### config.mk
export PLATFORM = sky130hd
export DESIGN_NAME = arb_mux_reg
export DESIGN_NICKNAME = d
export VERILOG_FILES = /design/src/rtl/arb_mux_reg_pkg.sv /design/src/rtl/arb_mux_reg_rr_arbiter.sv /design/src/rtl/arb_mux_reg.sv
export SDC_FILE = /design/constraint.sdc
export NUM_CORES = 1
export LEC_CHECK = 0
export BUFFER_PORTS_ARGS = -buffer_cell sky130_fd_sc_hd__buf_2
export CORE_MARGIN = 3
export CORE_UTILIZATION = 50
export DETAILED_ROUTE_END_ITERATION = 7
export PLACE_DENSITY_LB_ADDON = 0.2
export SLEW_MARGIN = 20
export SYNTH_ARGS = -nofsm -noshare
export SYNTH_HDL_FRONTEND = slang
export SYNTH_SLANG_ARGS = --single-unit
### constraint.sdc
create_clock -name clk -period 4.4 [get_ports clk]
set_clock_uncertainty 0.15 [all_clocks]
set_input_delay 0.44 -clock clk [delete_from_list [all_inputs] [get_ports clk]]
set_output_delay 0.44 -clock clk [all_outputs]
set_load 0.01 [all_outputs]
### src/rtl/arb_mux_reg_pkg.sv
// Shared constants and helpers for the arbitrated, registered N-to-1 multiplexer.
package arb_mux_reg_pkg;

    localparam int DEFAULT_WIDTH  = 32;
    localparam int DEFAULT_NUM_CH = 4;

    // Bits needed to index n items, never less than one so a 1-bit index still exists.
    function automatic int clog2(input int n);
        int r;
        r = 0;
        for (int v = n - 1; v > 0; v = v >> 1) begin
            r = r + 1;
        end
        return (r < 1) ? 1 : r;
    endfunction

endpackage

### src/rtl/arb_mux_reg_rr_arbiter.sv
// Combinational round-robin / fixed-priority arbiter producing a one-hot grant and its index.
module rr_arbiter
    import arb_mux_reg_pkg::*;
#(
    parameter int NUM_CH = DEFAULT_NUM_CH,
    parameter int CH_W   = clog2(NUM_CH)
) (
    input  logic [NUM_CH-1:0] req,
    input  logic [CH_W-1:0]   ptr,
    input  logic              fixed_prio,
    output logic [NUM_CH-1:0] grant,
    output logic [CH_W-1:0]   grant_idx
);

    logic [NUM_CH-1:0] upper_mask;
    logic [NUM_CH-1:0] masked_req;
    logic [NUM_CH-1:0] masked_low;
    logic [NUM_CH-1:0] req_low;

    // Channels at or above the pointer get first pick; fixed mode opens the whole range
    // so the lowest requester wins.
    generate
        for (genvar gi = 0; gi < NUM_CH; gi++) begin : g_mask
            assign upper_mask[gi] = fixed_prio || (CH_W'(gi) >= ptr);
        end
    endgenerate

    assign masked_req = req & upper_mask;
    assign masked_low = masked_req & (~masked_req + NUM_CH'(1));
    assign req_low    = req & (~req + NUM_CH'(1));

    // Nothing at or above the pointer means the scan wraps to the lowest requester overall.
    assign grant = (|masked_req) ? masked_low : req_low;

    always_comb begin
        grant_idx = '0;
        for (int i = 0; i < NUM_CH; i++) begin
            if (grant[i]) begin
                grant_idx = grant_idx | CH_W'(i);
            end
        end
    end

endmodule

### src/rtl/arb_mux_reg.sv
// N-channel valid/ready multiplexer with round-robin or fixed-priority arbitration
// feeding a single full-throughput output register.
module arb_mux_reg
    import arb_mux_reg_pkg::*;
#(
    parameter int NUM_CH = DEFAULT_NUM_CH,
    parameter int WIDTH  = DEFAULT_WIDTH,
    parameter int CH_W   = clog2(NUM_CH)
) (
    input  logic                    clk,
    input  logic                    rst,
    input  logic [NUM_CH*WIDTH-1:0] in_data,
    input  logic [NUM_CH-1:0]       in_valid,
    output logic [NUM_CH-1:0]       in_ready,
    input  logic                    fixed_prio,
    output logic [WIDTH-1:0]        out_data,
    output logic [CH_W-1:0]         out_ch,
    output logic                    out_valid,
    input  logic                    out_ready
);

    logic [NUM_CH-1:0] grant;
    logic [CH_W-1:0]   grant_idx;
    logic              load_ok;
    logic              transfer;
    logic [WIDTH-1:0]  gated_data [NUM_CH];
    logic [WIDTH-1:0]  sel_data;

    logic              out_valid_reg, out_valid_next;
    logic [WIDTH-1:0]  out_data_reg,  out_data_next;
    logic [CH_W-1:0]   out_ch_reg,    out_ch_next;
    logic [CH_W-1:0]   rr_ptr_reg,    rr_ptr_next;

    rr_arbiter #(
        .NUM_CH (NUM_CH),
        .CH_W   (CH_W)
    ) u_arb (
        .req        (in_valid),
        .ptr        (rr_ptr_reg),
        .fixed_prio (fixed_prio),
        .grant      (grant),
        .grant_idx  (grant_idx)
    );

    // The register may load whenever it is empty or its word leaves this same cycle.
    assign load_ok  = !out_valid_reg || out_ready;
    assign in_ready = rst ? '0 : (grant & {NUM_CH{load_ok}});
    assign transfer = |(in_valid & in_ready);

    // One-hot grant lets the data select be a plain AND-OR tree.
    generate
        for (genvar gi = 0; gi < NUM_CH; gi++) begin : g_gate
            assign gated_data[gi] = in_data[gi*WIDTH +: WIDTH] & {WIDTH{grant[gi]}};
        end
    endgenerate

    always_comb begin
        sel_data = '0;
        for (int i = 0; i < NUM_CH; i++) begin
            sel_data = sel_data | gated_data[i];
        end
    end

    always_comb begin
        out_valid_next = out_valid_reg;
        out_data_next  = out_data_reg;
        out_ch_next    = out_ch_reg;
        if (transfer) begin
            out_valid_next = 1'b1;
            out_data_next  = sel_data;
            out_ch_next    = grant_idx;
        end else if (out_valid_reg && out_ready) begin
            out_valid_next = 1'b0;
        end
    end

    // The pointer only advances on round-robin grants; fixed mode leaves it parked.
    always_comb begin
        rr_ptr_next = rr_ptr_reg;
        if (transfer && !fixed_prio) begin
            rr_ptr_next = (grant_idx == CH_W'(NUM_CH - 1)) ? '0 : grant_idx + CH_W'(1);
        end
    end

    always_ff @(posedge clk or posedge rst) begin
        if (rst) begin
            out_valid_reg <= 1'b0;
            out_data_reg  <= '0;
            out_ch_reg    <= '0;
            rr_ptr_reg    <= '0;
        end else begin
            out_valid_reg <= out_valid_next;
            out_data_reg  <= out_data_next;
            out_ch_reg    <= out_ch_next;
            rr_ptr_reg    <= rr_ptr_next;
        end
    end

    assign out_valid = out_valid_reg;
    assign out_data  = out_data_reg;
    assign out_ch    = out_ch_reg;

endmodule

# Word-level counts from Yosys, hierarchy flattened
# Index checks and enable logic that the tools add are counted.
dict set report word_totals {
  in_bits 136
  output_inout_bits 39
  register_bits 37
  wordCells 46
}
dict set report classes {
  muxes 8
  n_lt_le_gt_ge 4
  eq_ne 1
  reduce_logical 12
  n_bitwise 14
  addsub 3
}
# operator count
set ops {}
lappend ops {{bitwise AND 32 bit} 4}
lappend ops {{bitwise OR 32 bit} 3}
lappend ops {{bitwise AND 4 bit} 5}
lappend ops {{adder 4 x 1 -> 4 bit, second input constant} 2}
lappend ops {{two-way mux 4 bit} 2}
lappend ops {{NOT 4 bit} 2}
lappend ops {{OR reduction 4 bit} 2}
lappend ops {{two-way mux 2 bit} 3}
lappend ops {{logical OR 1 bit} 5}
lappend ops {{>= comparator 1 x 2 -> 1 bit, first input constant} 2}
lappend ops {{>= comparator 2 bit, first input constant} 2}
lappend ops {{two-way mux 1 bit} 3}
lappend ops {{adder 2 x 1 -> 2 bit, second input constant} 1}
lappend ops {{equality test 2 bit, second input constant} 1}
lappend ops {{logical AND 1 bit} 2}
lappend ops {{zero test 1 bit} 2}
lappend ops {{nonzero test 2 bit} 1}

# Logic depth before layout (Yosys ltp)
# Gate-level depths: netlist of run 1.
dict set report logic_depth {
  word_depth 12
  mapped_depth 8
  ltp_nobuf 5
}

# Cells and area by module
# From an unflattened synthesis of run 1, not the netlist that was laid out.
dict set report hier_totals {
  cells_unflattened 229
  area_unflattened_um2 2324.7
}
# mod seq_area_each_um2 instances area_per_inst_um2 cells_each
set by_module_without_submodules {}
lappend by_module_without_submodules {arb_mux_reg 925.9 1 2152.1 202}
lappend by_module_without_submodules {rr_arbiter 0.0 1 172.7 27}

# Least setup slack after synthesis of run 1
# OpenSTA, ideal clock, no wires.
dict set report synth_path {
  path_type {input to register}
  startpoint {input port rst}
  endpoint {register out_data_reg[0] (netlist: out_data[0])}
  cell_stages 6
  path_buffers 2
  slack_ps 1812
  arrival_ps 2313
  path_cell_list {inv_1 and2_1 clkbuf_1 o31ai_4 buf_6 mux2_4}
}
dict set report synth_via {
  elab_chain_len 3
}
# item line_no
set synth_rtl {}
lappend synth_rtl {{from (decl)} arb_mux_reg.sv:11} ;# input logic rst,
lappend synth_rtl {{two-way mux 4 bit} arb_mux_reg.sv:47} ;# assign in_ready = rst ? '0 : (grant & {NUM_CH{load_ok}});
lappend synth_rtl {{bitwise AND 4 bit} arb_mux_reg.sv:48} ;# assign transfer = |(in_valid & in_ready);
lappend synth_rtl {{OR reduction 4 bit} arb_mux_reg.sv:48}
lappend synth_rtl {{to (signal assigned)} arb_mux_reg.sv:93} ;# out_data_reg <= out_data_next;
lappend synth_rtl {{to (decl)} arb_mux_reg.sv:30} ;# logic [WIDTH-1:0] out_data_reg, out_data_next;
# Every way passes these cells.
# A chain may end at the register's enable or synchronous reset.

# Worst setup path after layout of run 1
dict set report layout_path {
  startpoint {register rr_ptr_reg[1]}
  endpoint {register out_data_reg[24] (netlist: out_data[24])}
}
dict set report layout_via {
  elab_chain_len 11
  elab_cells_between_ends 25
  cone_classes {add/sub (1); order compare (4); mux (2); bitwise (12); reduce/logical (6)}
}
# item line_no
set layout_rtl {}
lappend layout_rtl {{from (decl)} arb_mux_reg.sv:32} ;# logic [CH_W-1:0] rr_ptr_reg, rr_ptr_next;
lappend layout_rtl {{from (signal assigned)} arb_mux_reg.sv:95} ;# rr_ptr_reg <= rr_ptr_next;
lappend layout_rtl {{>= comparator 1 x 2 -> 1 bit / >= comparator 2 bit (equally long branches)} arb_mux_reg_rr_arbiter.sv:24} ;# assign upper_mask[gi] = fixed_prio || (CH_W'(gi) >= ptr);
lappend layout_rtl {{logical OR 1 bit} arb_mux_reg_rr_arbiter.sv:24}
lappend layout_rtl {{bitwise AND 4 bit *} arb_mux_reg_rr_arbiter.sv:28} ;# assign masked_req = req & upper_mask;
lappend layout_rtl {{NOT 4 bit} arb_mux_reg_rr_arbiter.sv:29} ;# assign masked_low = masked_req & (~masked_req + NUM_CH'(1));
lappend layout_rtl {{adder 4 x 1 -> 4 bit} arb_mux_reg_rr_arbiter.sv:29}
lappend layout_rtl {{bitwise AND 4 bit} arb_mux_reg_rr_arbiter.sv:29}
lappend layout_rtl {{two-way mux 4 bit *} arb_mux_reg_rr_arbiter.sv:33} ;# assign grant = (|masked_req) ? masked_low : req_low;
lappend layout_rtl {{bitwise AND 4 bit / bitwise AND 32 bit (equally long branches)} {arb_mux_reg.sv:47, arb_mux_reg.sv:53}}
lappend layout_rtl {{two-way mux 4 bit / bitwise OR 32 bit (equally long branches)} {arb_mux_reg.sv:47, arb_mux_reg.sv:60}}
lappend layout_rtl {{bitwise AND 4 bit / bitwise OR 32 bit (equally long branches)} {arb_mux_reg.sv:48, arb_mux_reg.sv:60}}
lappend layout_rtl {{OR reduction 4 bit / bitwise OR 32 bit (equally long branches)} {arb_mux_reg.sv:48, arb_mux_reg.sv:60}}
# Every way passes the cells marked *; elsewhere a longest branch is shown, timed or not.

==> out/qor.csv, run 1 <==
metric,value,unit
status,"finished, final reports clean",
DRC,0,
Starting Density,53.59,%
worst path arrival time,3050,ps
register area,925.9,um2
Die ar.,7580,um2
clock share of power,14.6,%
vias in the first global route,3345,
"Cell Chain, Critical Path","and2b_1, o21ai_2, a21boi_4, o31ai_4, buf_4, mux2_2",
Main synth FF type,dfrtp_1,
Crit path buffers/inverters,1,
critical path type,flop to flop,
combinational share of power,54.8,%
CTS root buffer,clkbuf_8,
synthesized area per cell,9.551,um2
Core Region,6131,um2
sw frac,38.10,%
CTS Sinks,37,
share of layout cells above drive strength 1,47.29,%
Fin. Hold Viols,0,
synthesized area,3286,um2
final wirelength,10.34,mm
cell at the slowest stage of the critical path,buf_4,
critical path endpoint category,flop,
DR WL/cell,18.02,um
std cell rows,28,
Setup Buffers After CTS,0,
antenna cells,0,
detailed placer's ending HPWL,7.596,mm
Internal Power,0.001276,W
Num CTS Buffers,5,
Area Growth Syn to Fin,29.70,%
Ys Warns,0,
Die Span Y,87.07,um
"EDFF count, synth",0,
max_slew headroom,41.69,%
Worst setup SP type,flop,
H-tree Lvls,2,
DR pass1 iterations,4,
Final min period,3038,ps
max-cap viol count,0,
"Req. time, crit path",4410,ps
Sw Pwr,0.0007853,W
Synth Register Bits,37,
1st-iter DRT viols,183,
TritonCTS clock tree,yes,
PostCTS Resize Cnt,0,
gr usage total,26.11,%
area of the multi-input gates,2176,um2
cell leakage power,2.147,nW
most frequent cells in the layout,"buf_2, dfrtp_1, mux2_4",
post-DR vias/cell,6.052,
Nets,634,
Die Wd,87.07,um
Tcrit/Tclk final,69.05,%
pin count of the biggest net entering global routing,60,
Final Hold Slack,97.11,ps
max reg flops,32,
# setup viols final,0,
Synthesized Nets,480,
setup TNS,0,ps
Max VDD drop,0.2652,mV
crit-path max cell delay,510,ps
"antenna viol nets, final",0,
maximum clock frequency,329.1,MHz
slew of the pin with the lowest slew margin,874.7,ps
launch point of the worst reg-to-reg path,rr_ptr_reg[1],
reg2reg path depth,6,
RR Endpoint,out_data[24],
"Seq/Total Area, Yosys",28.18,%
unrepaired setup endpoints after global routing,no,
FILL cells,513,
first-pass GRT wire length,15.89,mm
later-pin clock latency in the skew report,280,ps
fin. max-slew vios,0,
Synth Instances,344,
CP top delay family,compound AO/OA/AOI/OAI gates,
IO Pins,175,
Reg power frac,30.6,%
hold buffers post-CTS,0,
library cells used by synthesis,47,
number of port buffers,174,
Hold Path Class,input pin to asynchronous set/reset pin,
crit-path max FO,32,
via count,3474,
r2r setup slk,1360,ps
clock transition at the registers of the reported paths,70,ps
asr flop ratio synth,100.0,%
power per cell area,483.7,nW/um2
clock buffer depth,2,
antenna violations before repair,0,
"Remaining Overflow, GRT",0,
"commonest non-fill, non-tap cell in the layout",buf_2,
RD Place Congestion,0.8420,
power groups by stage:
| stage | clock, W | sequential (W) | combinational (W) |
|---|---|---|---|
| 6_report | 0.000302 | 0.000631 | 0.00113 |
| 3_3_place_gp | 0 | 0.000630 | 0.00109 |
| 4_1_cts | 0.000308 | 0.000628 | 0.00113 |
| 2_1_floorplan | 0 | 0.000683 | 0.000702 |
| 5_1_grt | 0.000324 | 0.000652 | 0.00121 |
| 3_5_place_dp | 0 | 0.000629 | 0.00113 |
worst reg2reg max path: cells and delay by family (launching register included):
kind / cells / cell delay (ps)
AO/OA/AOI/OAI: 3 / 1110
multiplexers: 1 / 430
AND/OR/NAND/NOR: 1 / 260
buffers and inverters: 1 / 510
flip-flops: 1 / 450
how the worst max path moves through the flow:
stage	start	endpoint	slack, ps	depth (start not counted)
finish	rr_ptr_reg[1]	out_data[24]	1360	6
detailed placement	in_valid[2]	out_data[24]	1170	7
global placement	fixed_prio	out_data[24]	1270	7
floorplan	rst	out_data[0]	1810	6
global route	rr_ptr_reg[1]	out_data[24]	1190	6
CTS	rr_ptr_reg[1]	out_data[24]	1370	6
Yosys cell counts, types with 2 or more instances:
master | count | area [um2]
a211o_1 | 20 | 175.2
a21oi_1 | 14 | 70.07
a22o_1 | 21 | 183.9
a22oi_1 | 21 | 157.7
a2bb2oi_1 | 12 | 105.1
and2_1 | 3 | 18.77
buf_2 | 10 | 50.05
buf_6 | 5 | 56.30
clkbuf_1 | 19 | 71.32
dfrtp_1 | 37 | 925.9
inv_1 | 4 | 15.01
mux2_2 | 2 | 22.52
mux2_4 | 30 | 450.4
nand2_1 | 26 | 97.59
nand2b_1 | 3 | 18.77
nand3_1 | 12 | 60.06
nand4b_1 | 12 | 105.1
nor2_1 | 9 | 33.78
nor2b_1 | 22 | 137.6
o21ai_0 | 14 | 70.07
o2bb2ai_1 | 20 | 175.2
o31ai_1 | 3 | 22.52
kinds of logic after synthesis:
family / share of synthesized area [%]
AOI/OAI and AO/OA: 34.39
and+or+nand+nor: 16.72
buffers and inverters: 6.016
DFF: 28.18
muxes: 14.70
through the flow:
step	util, %	total power (W)	instance area [um2]	cells	worst slack (ps)
2_1_floorplan	-	0.001384	3286	344	1812
3_3_place_gp	67.53	0.001725	4140	566	1267
3_5_place_dp	67.55	0.001759	4141	566	1166
4_1_cts	69.51	0.002067	4262	574	1372
5_1_grt	69.51	0.002189	4262	574	1191
6_report	69.51	0.002061	4262	574	1362
routing by layer:
layer	vias up	routed length [um]	GRT usage, %
met1	1613	4052	32.80
met3	28	982	3.595
li1	1640	-	-
met4	0	286	10.34
met5	-	0	0
met2	193	5021	45.00
area by class of cell:
class | instances | area share, %
tap | 75 | 2.202
sequential | 37 | 21.73
inverter | 4 | 0.3523
multi-input combinational | 268 | 51.06
clock inverter | 2 | 0.8808
timing repair buffer | 182 | 21.84
clock buffer | 6 | 1.938
Note: power is estimated with default switching activity, not from simulation.
==> run 2: changes to the inputs <==
--- a/config.mk
+++ b/config.mk
@@ -5,9 +5,10 @@
 export SDC_FILE = /design/constraint.sdc
 export NUM_CORES = 1
 export LEC_CHECK = 0
+export ABC_AREA = 1
 export BUFFER_PORTS_ARGS = -buffer_cell sky130_fd_sc_hd__buf_2
 export CORE_MARGIN = 3
-export CORE_UTILIZATION = 50
+export CORE_UTILIZATION = 37
 export DETAILED_ROUTE_END_ITERATION = 7
 export PLACE_DENSITY_LB_ADDON = 0.2
 export SLEW_MARGIN = 20
==> constraint.sdc (replaced) <==
create_clock -name clk -period 2.55 [get_ports clk]
set_clock_uncertainty 0.15 [all_clocks]
set_input_delay 0.255 -clock clk [delete_from_list [all_inputs] [get_ports clk]]
set_output_delay 0.255 -clock clk [all_outputs]
set_load 0.01 [all_outputs]
==> out/qor.csv, run 2 <==
metric,value,unit,change
worst path arrival time,2290,ps,-760 ps
Fin. Hold Viols,0,,unchanged
pin count of the biggest net entering global routing,38,,-37%
via count,3084,,-11%
Hold Path Class,input pin to flop,,
critical path endpoint category,flop,,
"Req. time, crit path",2560,ps,-1850 ps
first-pass GRT wire length,13.15,mm,-17%
asr flop ratio synth,100.0,%,unchanged
max_slew headroom,60.09,%,+18 points
power per cell area,822.2,nW/um2,+70%
Sw Pwr,0.001242,W,+58%
Synth Instances,368,,+7.0%
Ys Warns,0,,unchanged
"antenna viol nets, final",0,,unchanged
1st-iter DRT viols,95,,-48%
Area Growth Syn to Fin,40.70,%,
Die ar.,7688,um2,+1.4%
DR pass1 iterations,4,,unchanged
Die Span Y,87.68,um,+0.71%
cell at the slowest stage of the critical path,dfrtp_1,,
std cell rows,29,,+3.6%
TritonCTS clock tree,yes,,
most frequent cells in the layout,"nand2_1, buf_2, nand4_1",,
post-DR vias/cell,5.031,,-17%
Reg power frac,35.0,%,+4.4 points
Core Region,6422,um2,+4.8%
antenna violations before repair,0,,unchanged
final setup margin,277.6,ps,-1084 ps
Synth Register Bits,37,,unchanged
Crit path buffers/inverters,1,,unchanged
Max VDD drop,0.4130,mV,+56%
CTS Sinks,37,,unchanged
Final min period,2272,ps,-765.9 ps
hold buffers post-CTS,2,,+2
Setup Buffers After CTS,0,,unchanged
status,"finished, final reports clean",,
fin. max-slew vios,0,,unchanged
Die Wd,87.68,um,+0.71%
final instance area,3473,um2,-18%
Synth area leaders,"dfrtp_1, nand2_1, nand4_1, buf_2, nand2_2",,
Placed Area,3373,um2,-19%
CTS root buffer,clkbuf_8,,
"Seq/Total Area, Yosys",37.51,%,+9.3 points
Starting Density,38.44,%,-15 points
synthesized area,2469,um2,-25%
RD Place Congestion,0.8464,,+0.52%
cell count after placement,603,,+6.5%
crit-path max FO,23,,-28%
WP depth,9,,+3
library cells used by synthesis,21,,-55%
sw frac,43.47,%,+5.4 points
H-tree Lvls,2,,unchanged
combinational share of power,51.8,%,-3.0 points
Post-synth top cells,"nand2_1, nand4_1, dfrtp_1",,
IO Pins,175,,unchanged
Synthesized Nets,504,,+5.0%
clock share of power,13.2,%,-1.4 points
Nets,671,,+5.8%
pre-CTS setup slack,225.2,ps,-940.3 ps
clock buffer depth,2,,unchanged
FILL cells,659,,+28%
top cell type by total area after synthesis,dfrtp_1,,
"Remaining Overflow, GRT",0,,unchanged
number of port buffers,174,,unchanged
crit-path max cell delay,400,ps,-110 ps
setup TNS,0,ps,unchanged
area share of the largest cell type after synthesis,37.51,%,+9.3 points
Worst setup SP type,flop,,
detailed placer's ending HPWL,6.183,mm,-19%
max reg flops,32,,unchanged
PostCTS Resize Cnt,0,,unchanged
share of layout cells above drive strength 1,38.06,%,-9.2 points
vias in the first global route,3022,,-9.7%
gr usage total,21.09,%,-5.0 points
"EDFF count, synth",0,,unchanged
Non-Filler Instances,613,,+6.8%
critical path type,flop to flop,,
slew of the pin with the lowest slew margin,597.7,ps,-277.0 ps
Tcrit/Tclk final,89.11,%,+20 points
Num CTS Buffers,5,,unchanged
unrepaired setup endpoints after global routing,no,,
reg2reg path depth,9,,+3
Final Hold Slack,126.4,ps,+29.28 ps
"Cell Chain, Critical Path","nand2_2, nand3_4, nand3_2, nor2_1, nor2_2, nand3_2, buf_12, nand2_1, nand2_1",,
"commonest non-fill, non-tap cell in the layout",nand2_1,,
Internal Power,0.001614,W,+27%
hold depth,4,,
Main synth FF type,dfrtp_1,,
most frequent cell after synthesis,nand2_1,,
cell leakage power,1.976,nW,-8.0%
max-cap viol count,0,,unchanged
maximum clock frequency,440.1,MHz,+34%
synthesized area per cell,6.708,um2,-30%
# setup viols final,0,,unchanged
DR WL/cell,13.47,um,-25%
antenna cells,0,,unchanged
later-pin clock latency in the skew report,270,ps,about the same
DRC,0,,unchanged
clock transition at the registers of the reported paths,70,ps,about the same
CP top delay family,simple AND/OR/NAND/NOR gates,,
final wirelength,8.258,mm,-20%
[run 2: changes by cell type in the layout (fill, tap and decap cells not counted), moves of 6 or more]
cell       before  now
nor2b_1        22    0
nand4b_1       12    0
a2bb2oi_1      12    0
a22o_1         21    0
a22oi_1        21    0
a21oi_1        14    0
a211o_1        20    0
o21ai_0        14    0
nand4_1         0   65
nand2_1        26  205
mux2_4         30    0
nand3_1        12    6
o2bb2ai_1      20    0
nand2_2         0    6
[run 2: logic make-up after synthesis]
family | count (synthesis) | share of synthesized area (%)
buf+inv | 32 | 6.690
compound gates | 4 | 1.115
simple gates | 295 | 54.69
flops | 37 | 37.51
[run 2: final cells by class]
type | instances | area, um2 | share of cell area (%)
well taps | 77 | 96.34 | 2.774
clock buffers | 8 | 80.08 | 2.305
multi-input cells | 299 | 1378 | 39.66
repair buffers | 184 | 963.4 | 27.74
inverters | 8 | 30.03 | 0.8646
flip-flops and latches | 37 | 925.9 | 26.66
[run 2: layer usage]
metal | up-vias | part of all wire (%) | track usage, %
li1 | 1564 | - | -
met1 | 1382 | 42 | 26.27
met2 | 130 | 49 | 37.05
met3 | 8 | 7.1 | 3.104
met4 | 0 | 1.4 | 7.392
met5 | - | 0 | 0
[run 2: final timing paths]
check                                 to  slack (ps)           from
max                         out_data[30]         280  rr_ptr_reg[1]
min reg2reg                 out_data[22]         320   out_data[22]
max reg2reg                 out_data[30]         280  rr_ptr_reg[1]
min in group asynchronous      out_ch[1]         480            rst
min                        rr_ptr_reg[0]         130     fixed_prio
max in group asynchronous    out_data[5]        1440            rst
[run 2: worst min-delay path, cell delays in order]
cell,delay (ps)
buf_2,80
inv_2,50
nand3_1,70
nand2_1,50
[run 2: power groups by stage]
stage	clock network [W]	logic [W]	registers, W
after global routing	0.000422	0.00166	0.00104
after CTS	0.000393	0.00150	0.000999
after floorplan	0	0.000804	0.00112
final	0.000376	0.00148	0.00100
after global placement	0	0.00149	0.000999
after detailed placement	0	0.00150	0.00100
[run 2: stage by stage]
step / utilization [%] / power [W]
after CTS: 54.08 / 0.002893
after global routing: 54.08 / 0.003118
after global placement: 52.52 / 0.002484
after detailed placement: 52.52 / 0.002501
final: 54.08 / 0.002856
after floorplan: - / 0.001926
==> run 3: changes to the inputs <==
--- a/config.mk
+++ b/config.mk
@@ -7,11 +7,12 @@
 export LEC_CHECK = 0
 export ABC_AREA = 1
 export BUFFER_PORTS_ARGS = -buffer_cell sky130_fd_sc_hd__buf_2
-export CORE_MARGIN = 3
-export CORE_UTILIZATION = 37
+export CORE_MARGIN = 2
+export CORE_UTILIZATION = 38
 export DETAILED_ROUTE_END_ITERATION = 7
 export PLACE_DENSITY_LB_ADDON = 0.2
 export SLEW_MARGIN = 20
 export SYNTH_ARGS = -nofsm -noshare
 export SYNTH_HDL_FRONTEND = slang
+export SYNTH_HIERARCHICAL = 1
 export SYNTH_SLANG_ARGS = --single-unit
==> out/qor.csv, run 3 <==
metric,value,unit,change
status,"finished, final reports clean",,
fin. max-slew vios,0,,unchanged
via count,2908,,-5.7%
FILL cells,604,,-8.3%
Placed Area,3427,um2,+1.6%
gr usage total,20.90,%,-0.19 points
H-tree Lvls,2,,unchanged
share of layout cells above drive strength 1,50.48,%,+12 points
most frequent cell after synthesis,nand2_1,,
CTS root buffer,clkbuf_8,,
Final min period,2165,ps,-107.1 ps
pre-CTS setup slack,389.7,ps,+164.5 ps
clock buffer depth,2,,unchanged
Synth area leaders,"dfrtp_1, nand2_1, o21ai_2, nand2_2, nand3_1",,
"Seq/Total Area, Yosys",36.12,%,-1.4 points
"commonest non-fill, non-tap cell in the layout",buf_2,,
Nets,657,,-2.1%
cell count after placement,589,,-2.3%
Die Span Y,86.14,um,-1.8%
maximum clock frequency,461.8,MHz,+4.9%
asr flop ratio synth,100.0,%,unchanged
Crit path buffers/inverters,2,,+1
metal3 WL,601,um,+2.0%
critical path endpoint category,flop,,
DRC,0,,unchanged
# setup viols final,0,,unchanged
most frequent cells in the layout,"buf_2, nand2_1, nand3_1",,
pin count of the biggest net entering global routing,41,,+7.9%
first-pass GRT wire length,12.34,mm,-6.2%
"EDFF count, synth",0,,unchanged
Hold Path Class,input pin to flop,,
synthesized area,2564,um2,+3.9%
top cell type by total area after synthesis,dfrtp_1,,
cell leakage power,1.959,nW,-0.84%
post-DR vias/cell,4.863,,-3.3%
cell at the slowest stage of the critical path,buf_4,,
final setup margin,384.7,ps,+107.1 ps
Synth Register Bits,37,,unchanged
unrepaired setup endpoints after global routing,no,,
crit-path max FO,40,,+74%
r2r setup slk,380,ps,+110 ps
max reg flops,32,,unchanged
detailed route wirelength on metal2,3.780,mm,-6.7%
Post-synth top cells,"nand2_1, nand3_1, dfrtp_1",,
antenna violations before repair,0,,unchanged
Fin. Hold Viols,0,,unchanged
met1 WL,3.142,mm,-10%
Tcrit/Tclk final,84.91,%,-4.2 points
RD Place Congestion,0.8515,,+0.60%
clock transition at the registers of the reported paths,80,ps,about the same
max-cap viol count,0,,unchanged
later-pin clock latency in the skew report,280,ps,about the same
number of port buffers,174,,unchanged
vias in the first global route,2787,,-7.8%
setup TNS,0,ps,unchanged
CTS Sinks,37,,unchanged
critical path type,flop to flop,,
Main synth FF type,dfrtp_1,,
"Cell Chain, Critical Path","nand2_2, nand3_2, nand2_1, nor2_2, nand2_2, nand2_2, inv_2, nor2_1, nand3_1, nand2_2, nor2_4, buf_4, nand2_2, o21ai_2",,
DR pass1 iterations,5,,+1
library cells used by synthesis,22,,+4.8%
synthesized area per cell,7.242,um2,+8.0%
final wirelength,7.706,mm,-6.7%
power per cell area,854.8,nW/um2,+4.0%
area share of the largest cell type after synthesis,36.12,%,-1.4 points
Starting Density,39.92,%,+1.5 points
"Remaining Overflow, GRT",0,,unchanged
IO Pins,175,,unchanged
max_slew headroom,60.46,%,+0.37 points
detailed placer's ending HPWL,5.972,mm,-3.4%
Setup Buffers After CTS,0,,unchanged
Max VDD drop,0.3554,mV,-14%
1st-iter DRT viols,116,,+22%
Num CTS Buffers,5,,unchanged
CP top delay family,simple AND/OR/NAND/NOR gates,,
antenna cells,0,,unchanged
final instance area,3557,um2,+2.4%
area of the multi-input gates,1421,um2,+3.2%
crit-path max cell delay,490,ps,+90 ps
Non-Filler Instances,598,,-2.4%
Core Region,6422,um2,unchanged
worst path arrival time,2230,ps,-60 ps
std cell rows,29,,unchanged
DR WL/cell,12.89,um,-4.3%
"antenna viol nets, final",0,,unchanged
Ys Warns,6,,+6
Top Layer Used,met4,,
Synth Instances,354,,-3.8%
Crit path top cell by count,nand2_2,,
Die ar.,7419,um2,-3.5%
TritonCTS clock tree,yes,,
Final Hold Slack,95.77,ps,-30.62 ps
Worst setup SP type,flop,,
Synthesized Nets,491,,-2.6%
register area,925.9,um2,unchanged
slew of the pin with the lowest slew margin,593.1,ps,-4.616 ps
"Req. time, crit path",2610,ps,+50 ps
Area Growth Syn to Fin,38.75,%,
Die Wd,86.14,um,-1.8%
[run 3: repair_timing]
action	CTS	global route
endpoints found under the setup margin	0	0
hold buffers	1	0
hold endpoints to repair	11	0
resized for setup	0	0
[run 3: worst reg2reg max path: stages (launching register included)]
cell	delay, ps
dfrtp_1	400
nand2_2	110
nand3_2	120
nand2_1	100
nor2_2	50
nand2_2	70
nand2_2	60
inv_2	60
nor2_1	40
nand3_1	80
nand2_2	80
nor2_4	90
buf_4	490
nand2_2	120
o21ai_2	80
[run 3: cell type report]
| cell class | count | share of cell area, % |
|---|---|---|
| clock buffers | 6 | 2.321 |
| clock inverters | 2 | 1.055 |
| inverters | 14 | 1.477 |
| multi-input cells | 279 | 39.96 |
| flip-flops and latches | 37 | 26.03 |
| well taps | 77 | 2.708 |
| repair buffers | 183 | 26.45 |
[run 3: path summary, 6_finish.rpt]
check,endpoint,cells past startpoint,start
worst max-delay path,out_data[25],14,rr_ptr_reg[1]
worst min-delay path,out_data[31],3,in_data[63]
worst max register to register,out_data[25],14,rr_ptr_reg[1]
worst min register to register,out_data[14],2,out_data[14]
max in group asynchronous,out_data[15],4,rst
min in group asynchronous,out_ch[1],3,rst
[run 3: stage by stage]
step,util (%),power [W]
floorplan,-,0.002026
global placement,53.36,0.002501
detailed placement,53.36,0.002542
CTS,55.39,0.003083
global route,55.39,0.003291
finish,55.39,0.003041
[run 3: report_power, final]
part	total, W	internal [W]	switching, W
logic	0.00150	0.000611	0.000889
registers	0.00101	0.000845	0.000168
clock network	0.000528	0.000318	0.000210
total	0.00304	0.00177	0.00127
[run 3: cell families after synthesis]
logic type               count (synthesis)  synth area share [%]
AND/OR/NAND/NOR                        211                 37.29
AO/OA/AOI/OAI                           67                 17.52
buffers and inverters                   38                 8.589
flip-flops                              37                 36.12
adder cells (fa/ha/maj)                  1                0.4880
[run 3: routing by layer]
layer / GRT usage [%] / vias up
li1: - / 1480
met1: 24.00 / 1279
met2: 37.14 / 132
met3: 4.716 / 17
met4: 8.802 / 0
met5: 0 / -
